$ cat src/rtl/regfile_port_arbiter.sv
// Round-robin arbiter sharing the register-file read/write ports between two req/ack masters.
// Latency: req seen in IDLE -> ACCESS next cycle -> ack the cycle after; requesters wait on req until acked.
module regfile_port_arbiter #(
    parameter int word_size  = 8,
    parameter int index_size = 4
) (
    input  logic                  clk,
    input  logic                  rst_n,
    input  logic                  m0_req,
    input  logic                  m0_we,
    input  logic [index_size-1:0] m0_addr,
    input  logic [word_size-1:0]  m0_wdata,
    output logic                  m0_ack,
    input  logic                  m1_req,
    input  logic                  m1_we,
    input  logic [index_size-1:0] m1_addr,
    input  logic [word_size-1:0]  m1_wdata,
    output logic                  m1_ack,
    output logic [word_size-1:0]  rdata,
    output logic                  busy,
    output logic                  grant_id,
    output logic                  rf_write_enable,
    output logic [index_size-1:0] rf_write_address,
    output logic [word_size-1:0]  rf_write_data,
    output logic [index_size-1:0] rf_read_address,
    input  logic [word_size-1:0]  rf_read_data
);

    typedef enum logic [1:0] {
        IDLE   = 2'd0,
        ACCESS = 2'd1,
        DONE   = 2'd2
    } state_t;

    state_t                  state;
    state_t                  state_nxt;
    logic                    lat_we;
    logic [index_size-1:0]   lat_addr;
    logic [word_size-1:0]    lat_wdata;
    logic                    last_grant;
    logic                    grant_vld;
    logic                    grant_sel;

    // On a tie the master that was not served last wins.
    always_comb begin
        grant_vld = m0_req | m1_req;
        grant_sel = 1'b0;
        if (m0_req && m1_req) begin
            grant_sel = ~last_grant;
        end else if (m1_req) begin
            grant_sel = 1'b1;
        end
    end

    always_comb begin
        state_nxt        = state;
        busy             = 1'b0;
        rf_write_enable  = 1'b0;
        rf_write_address = lat_addr;
        rf_read_address  = lat_addr;
        rf_write_data    = lat_wdata;
        case (state)
            IDLE: begin
                if (grant_vld) begin
                    state_nxt = ACCESS;
                end
            end
            ACCESS: begin
                busy            = 1'b1;
                rf_write_enable = lat_we;
                state_nxt       = DONE;
            end
            DONE: begin
                busy      = 1'b1;
                state_nxt = IDLE;
            end
            default: begin
                state_nxt = IDLE;
            end
        endcase
    end

    always_ff @(posedge clk or negedge rst_n) begin
        if (!rst_n) begin
            state      <= IDLE;
            lat_we     <= 1'b0;
            lat_addr   <= '0;
            lat_wdata  <= '0;
            grant_id   <= 1'b1;
            last_grant <= 1'b1;
            rdata      <= '0;
            m0_ack     <= 1'b0;
            m1_ack     <= 1'b0;
        end else begin
            state  <= state_nxt;
            m0_ack <= (state == ACCESS) && !grant_id;
            m1_ack <= (state == ACCESS) && grant_id;
            case (state)
                IDLE: begin
                    if (grant_vld) begin
                        grant_id  <= grant_sel;
                        lat_we    <= grant_sel ? m1_we    : m0_we;
                        lat_addr  <= grant_sel ? m1_addr  : m0_addr;
                        lat_wdata <= grant_sel ? m1_wdata : m0_wdata;
                    end
                end
                ACCESS: begin
                    // Writes leave the previous read result in place.
                    if (!lat_we) begin
                        rdata <= rf_read_data;
                    end
                end
                DONE: begin
                    last_grant <= grant_id;
                end
                default: begin
                end
            endcase
        end
    end

endmodule

$ cat config.mk
export PLATFORM = sky130hd
export DESIGN_NAME = regfile_port_arbiter
export DESIGN_NICKNAME = d
export VERILOG_FILES = /design/src/rtl/regfile_port_arbiter.sv
export SDC_FILE = /design/constraint.sdc
export NUM_CORES = 1
export LEC_CHECK = 0
export CORE_MARGIN = 5
export CORE_UTILIZATION = 41
export CTS_BUF_LIST = sky130_fd_sc_hd__clkbuf_8
export CTS_CLUSTER_SIZE = 30
export DETAILED_ROUTE_END_ITERATION = 10
export PLACE_DENSITY = 0.82
export SYNTH_ARGS = -nofsm -noshare
export SYNTH_HDL_FRONTEND = slang
export SYNTH_SLANG_ARGS = --single-unit
$ cat constraint.sdc
create_clock -name clk -period 1.6 [get_ports clk]
set_input_delay 0.32 -clock clk [delete_from_list [all_inputs] [get_ports clk]]
set_output_delay 0.32 -clock clk [all_outputs]
set_load 0.01 [all_outputs]
**Word level (Yosys, flattened, before mapping)**

Index checks and enable logic that the tools add are counted.

- Flip-flop bits (word level): 27
- Input port bits: 38
- Output and inout port bits: 29
- Word-level logic and storage cells: 32

- Eq/ne operators: 3
- Mux-type cells: 9
- Bitwise operators: 3
- Reductions and logical operators: 8

Operator list:

| kind | number |
|---|---|
| $mux W8 | 1 |
| $mux W1 | 5 |
| $mux W4 | 1 |
| $pmux W2 S2 | 1 |
| $reduce_and A2 Y1 | 2 |
| $logic_and A1 B1 Y1 | 3 |
| $eq A2 B1 Y1 const B | 1 |
| $eq A2 B2 Y1 const B | 1 |
| $logic_not A2 Y1 | 1 |
| $mux W2 | 1 |
| $ne A2 B2 Y1 const B | 1 |
| $not A1 Y1 | 2 |
| $reduce_or A2 Y1 | 1 |
| $logic_not A1 Y1 | 1 |
| $or A1 B1 Y1 | 1 |

**Depth between registers and ports, before layout**

Gate-level depths: netlist of run 1.

- Depth in word-level cells: 3
- Gate-level depth with buffers: 6

**Worst setup path before layout of run 1**

Ideal clock, no wire load.

- Path kind: flip-flop to flip-flop
- From: reg state[1]
- To: reg rdata[0]
- Library setup time: 0.125 ns
- Arrival time: 1.250 ns
- Required time: 1.475 ns
- Slack: 0.225 ns
- Cell stages (with the launch flop): 6
- Buffers on the path: 1
- Period minus slack after synthesis: 1.375 ns
- Cells stage by stage: dfrtp_1 -> inv_1 -> ha_1 -> nor2b_1 -> buf_2 -> mux2_2

- Word-level cells in the longest chain between the ends: 2

RTL lines:

| element | RTL line | RTL |
|---|---|---|
| from (decl) | 35 | `state_t state;` |
| from (signal assigned) | 95 | `state <= state_nxt;` |
| $eq A2 B1 Y1 | 98 | `case (state)` |
| $reduce_and A2 Y1 (no line) | -- |  |
| to (signal assigned) | 110 | `rdata <= rf_read_data;` |
| to (decl) | 19 | `output logic [word_size-1:0] rdata,` |

No other way between the ends.
A chain may end at the register's enable or synchronous reset.

**Final worst setup path of run 1**

- From: reg state[0]
- To: out rf_write_enable

- Word-level cells in the longest chain between the ends: 2

RTL lines:

| element | RTL line | RTL |
|---|---|---|
| $eq A2 B1 Y1 | 62 | `case (state)` |
| $mux W1 | 62 |  |
| to (decl) | 22 | `output logic rf_write_enable,` |

No other way between the ends.

==> results of run 1 <==
==> cells by family after synthesis <==
family,Yosys count,share of synthesized area [%]
AOI/OAI and AO/OA,32,19.7
adders and majority gates,4,3.81
buffers and inverters,11,6.38
DFF,27,51.6
muxes,10,8.57
and+or+nand+nor,32,9.90
==> synth_stat cells <==
cell type and number:
mux2_2 10, nor2_1 14, o21a_1 1, buf_6 1
buf_8 1, a21oi_1 8, nor2b_1 2, ha_1 4
a21oi_2 18, buf_2 1, buf_4 6, nand2_1 14
a21bo_2 1, a21boi_0 1, inv_1 2, dfrtp_1 25
a21boi_4 1, dfstp_2 2, a22o_1 1, o21ai_2 1
and2_1 2
==> what timing repair did <==
| item | 4_1_cts | 5_1_grt |
|---|---|---|
| resized for setup | 11 | 5 |
| buffers inserted | 2 | 0 |
| endpoints found under the setup margin | 3 | 3 |
==> worst max-delay path: stages (launching register included) <==
cell	delay [ps]
dfrtp_1	410
buf_6	130
ha_4	150
and2_1	140
buf_2	130
==> path summary, 6_finish.rpt <==
| path | start | end | depth (start not counted) | slack [ps] |
|---|---|---|---|---|
| setup / recovery | state[0]$_DFFE_PN0P_ | rf_write_enable | 4 | 50 |
| hold / removal | rst_n | m1_ack$_DFF_PN0_ | 2 | 420 |
| setup reg to reg | state[0]$_DFFE_PN0P_ | rf_write_data[0]$_DFFE_PN0P_ | 6 | 130 |
| hold reg to reg | rdata[2]$_DFFE_PN0P_ | rdata[2]$_DFFE_PN0P_ | 1 | 510 |
| max in group asynchronous | rst_n | last_grant$_DFFE_PN1N_ | 2 | 880 |
| min in group clk | rdata[2]$_DFFE_PN0P_ | rdata[2]$_DFFE_PN0P_ | 1 | 510 |
==> registers in the layout (all words and copies together), names as in the netlist <==
name	count
m1_ack	1
rf_write_data	8
m0_ack	1
rdata	8
lat_we	1
rf_read_address	4
last_grant	1
state	2
grant_id	1
==> metrics by stage <==
stage / hold WS [ps] / cells
2_1_floorplan: 24.4 / 116
3_3_place_gp: 489 / 226
3_5_place_dp: 495 / 226
4_1_cts: 433 / 232
5_1_grt: 463 / 232
6_report: 419 / 232
==> area by class of cell <==
cell class              instances  area, um2  area share, %
clock buffers                   3       41.3           1.95
inverters                       2       7.51          0.355
clock inverters                 1       3.75          0.178
repair buffers                 77        748           35.4
well taps                      44       55.1           2.61
flip-flops and latches         27        678           32.1
multi-input cells              78        579           27.4
==> power by group <==
part / switching [mW] / internal, mW / leakage, nW
sequential: 0.200 / 1.04 / 0.313
clock: 0.210 / 0.172 / 0.0269
combinational: 0.896 / 1.20 / 0.539
==> layout by cell type, fill, tap and decap left out, types with 3 or more instances in the layout <==
cell type,Yosys,final
a21oi_2,18,18
clkbuf_8,0,3
dfrtp_1,25,25
ha_1,4,3
nand2_1,14,14
buf_4,6,9
mux2_2,10,10
nor2_1,14,14
clkdlybuf4s50_1,0,63
a21oi_1,8,8
==> layer usage <==
metal | GRT usage [%] | vias up | share of wire [%]
li1 | - | 528 | -
met5 | 0 | - | 0
met4 | 5.33 | 0 | 1.1
met3 | 2.19 | 2 | 7.4
met2 | 27.8 | 41 | 52
met1 | 16.1 | 509 | 40
==> results.toml, run 1 <==
[status]
status = "finished clean"

[drt]
drt_wl_total_um = 3180
dr.first_iter.drc_count = 25
drc = 0
first_pass_iters = 4
via_per_inst = 4.66
vias = 1080
postRouteAntennaNets = 0
wire_per_inst_um = 13.7

[placement]
port_buffers = 66
place.gp.congestion = 0.791
post-dp-hpwl_um = 2460
post_dp_cell_area_um2 = 2030
pre_cts_slack_ps = -169

[timing]
worst_slack_ps = 45.1
clock_skew_ps = 1.24
rsz0062_at_grt = "true"
period_share_pct = 97.2
setup_viol = 0
hold_viol = 0
worst_slew_pin_slew_ps = 514
slew_viol_final = 0
slew-limit-headroom_pct = 65.6
fin_tns_setup_ps = 0
min_period_ps = 1550
fmax_mhz = 643

[flow_run]
maxCapViolations = 0

[die]
dieHeight_um = 66.6
io_pins = 67
core_um2 = 3050
start_util_pct = 43.0
die_area_um2 = 4440
rows = 20
die_w_um = 66.6

[synth]
synth.avg_cell_area_um2 = 11.3
synth.distinct_cells = 21
yosysSeqAreaShare_pct = 51.6
ys_top_cells_by_area = "dfrtp_1 48%, a21oi_2 12%, mux2_2 8.6%, dfstp_2 4.0%, nand2_1 4.0%"
syn-cell-area_um2 = 1310
synth_seq_cells = 27
synth_top_area_share_pct = 47.6
yosys_warnings = 0
syn-num-nets = 158
yosys.area.top_type = "dfrtp_1"
syn_inst = 116

[finish]
final_util_pct = 69.2
nets = 231
diodes = 0
drive_above_1_share_pct = 27.7
fill_cells = 252
fin_area_um2 = 2110
areaGrowthSynthToFinish_pct = 60.9

[power]
power_mw = 3.73
power_density_nw_per_um2 = 1760
irDropWorstVdd_mv = 0.903
p_leak_nw = 0.878

[global_routing]
grt_pass1_vias = 1129
grtUsageTotal_pct = 14.6
grt_max_degree = 28
grt_overflow = 0
antenna_found_initial = 0
grt_pass1_wl_um = 5010

[critical_path]
start_kind = "flip-flop"
setup.worst_path.class = "flip-flop to output pin"
critPathArrivalTime_ps = 1230
cp-end-kind = "output pin"
cp_max_fo = 4
cp.required_ps = 1280

[cts]
root_buffer = "clkbuf_8"
worstSkewPairLatency_ps = 270
htreeDepth = 1
holdBufCountCts = 0
path_clk_slew_ps = 90
clock-sinks = 27
numCtsBuffers = 3
clockBufferDepth = 2
cts_tree = "built"

[hold_path]
hold_class = "primary input to asynchronous set/reset pin"
(Power assumes the default switching activity.)
==> run 2: changes to the inputs <==
Settings changed: CAP_MARGIN set to 5.
==> results of run 2 <==
Final layout, timing and power as in run 1 (identical DEF).
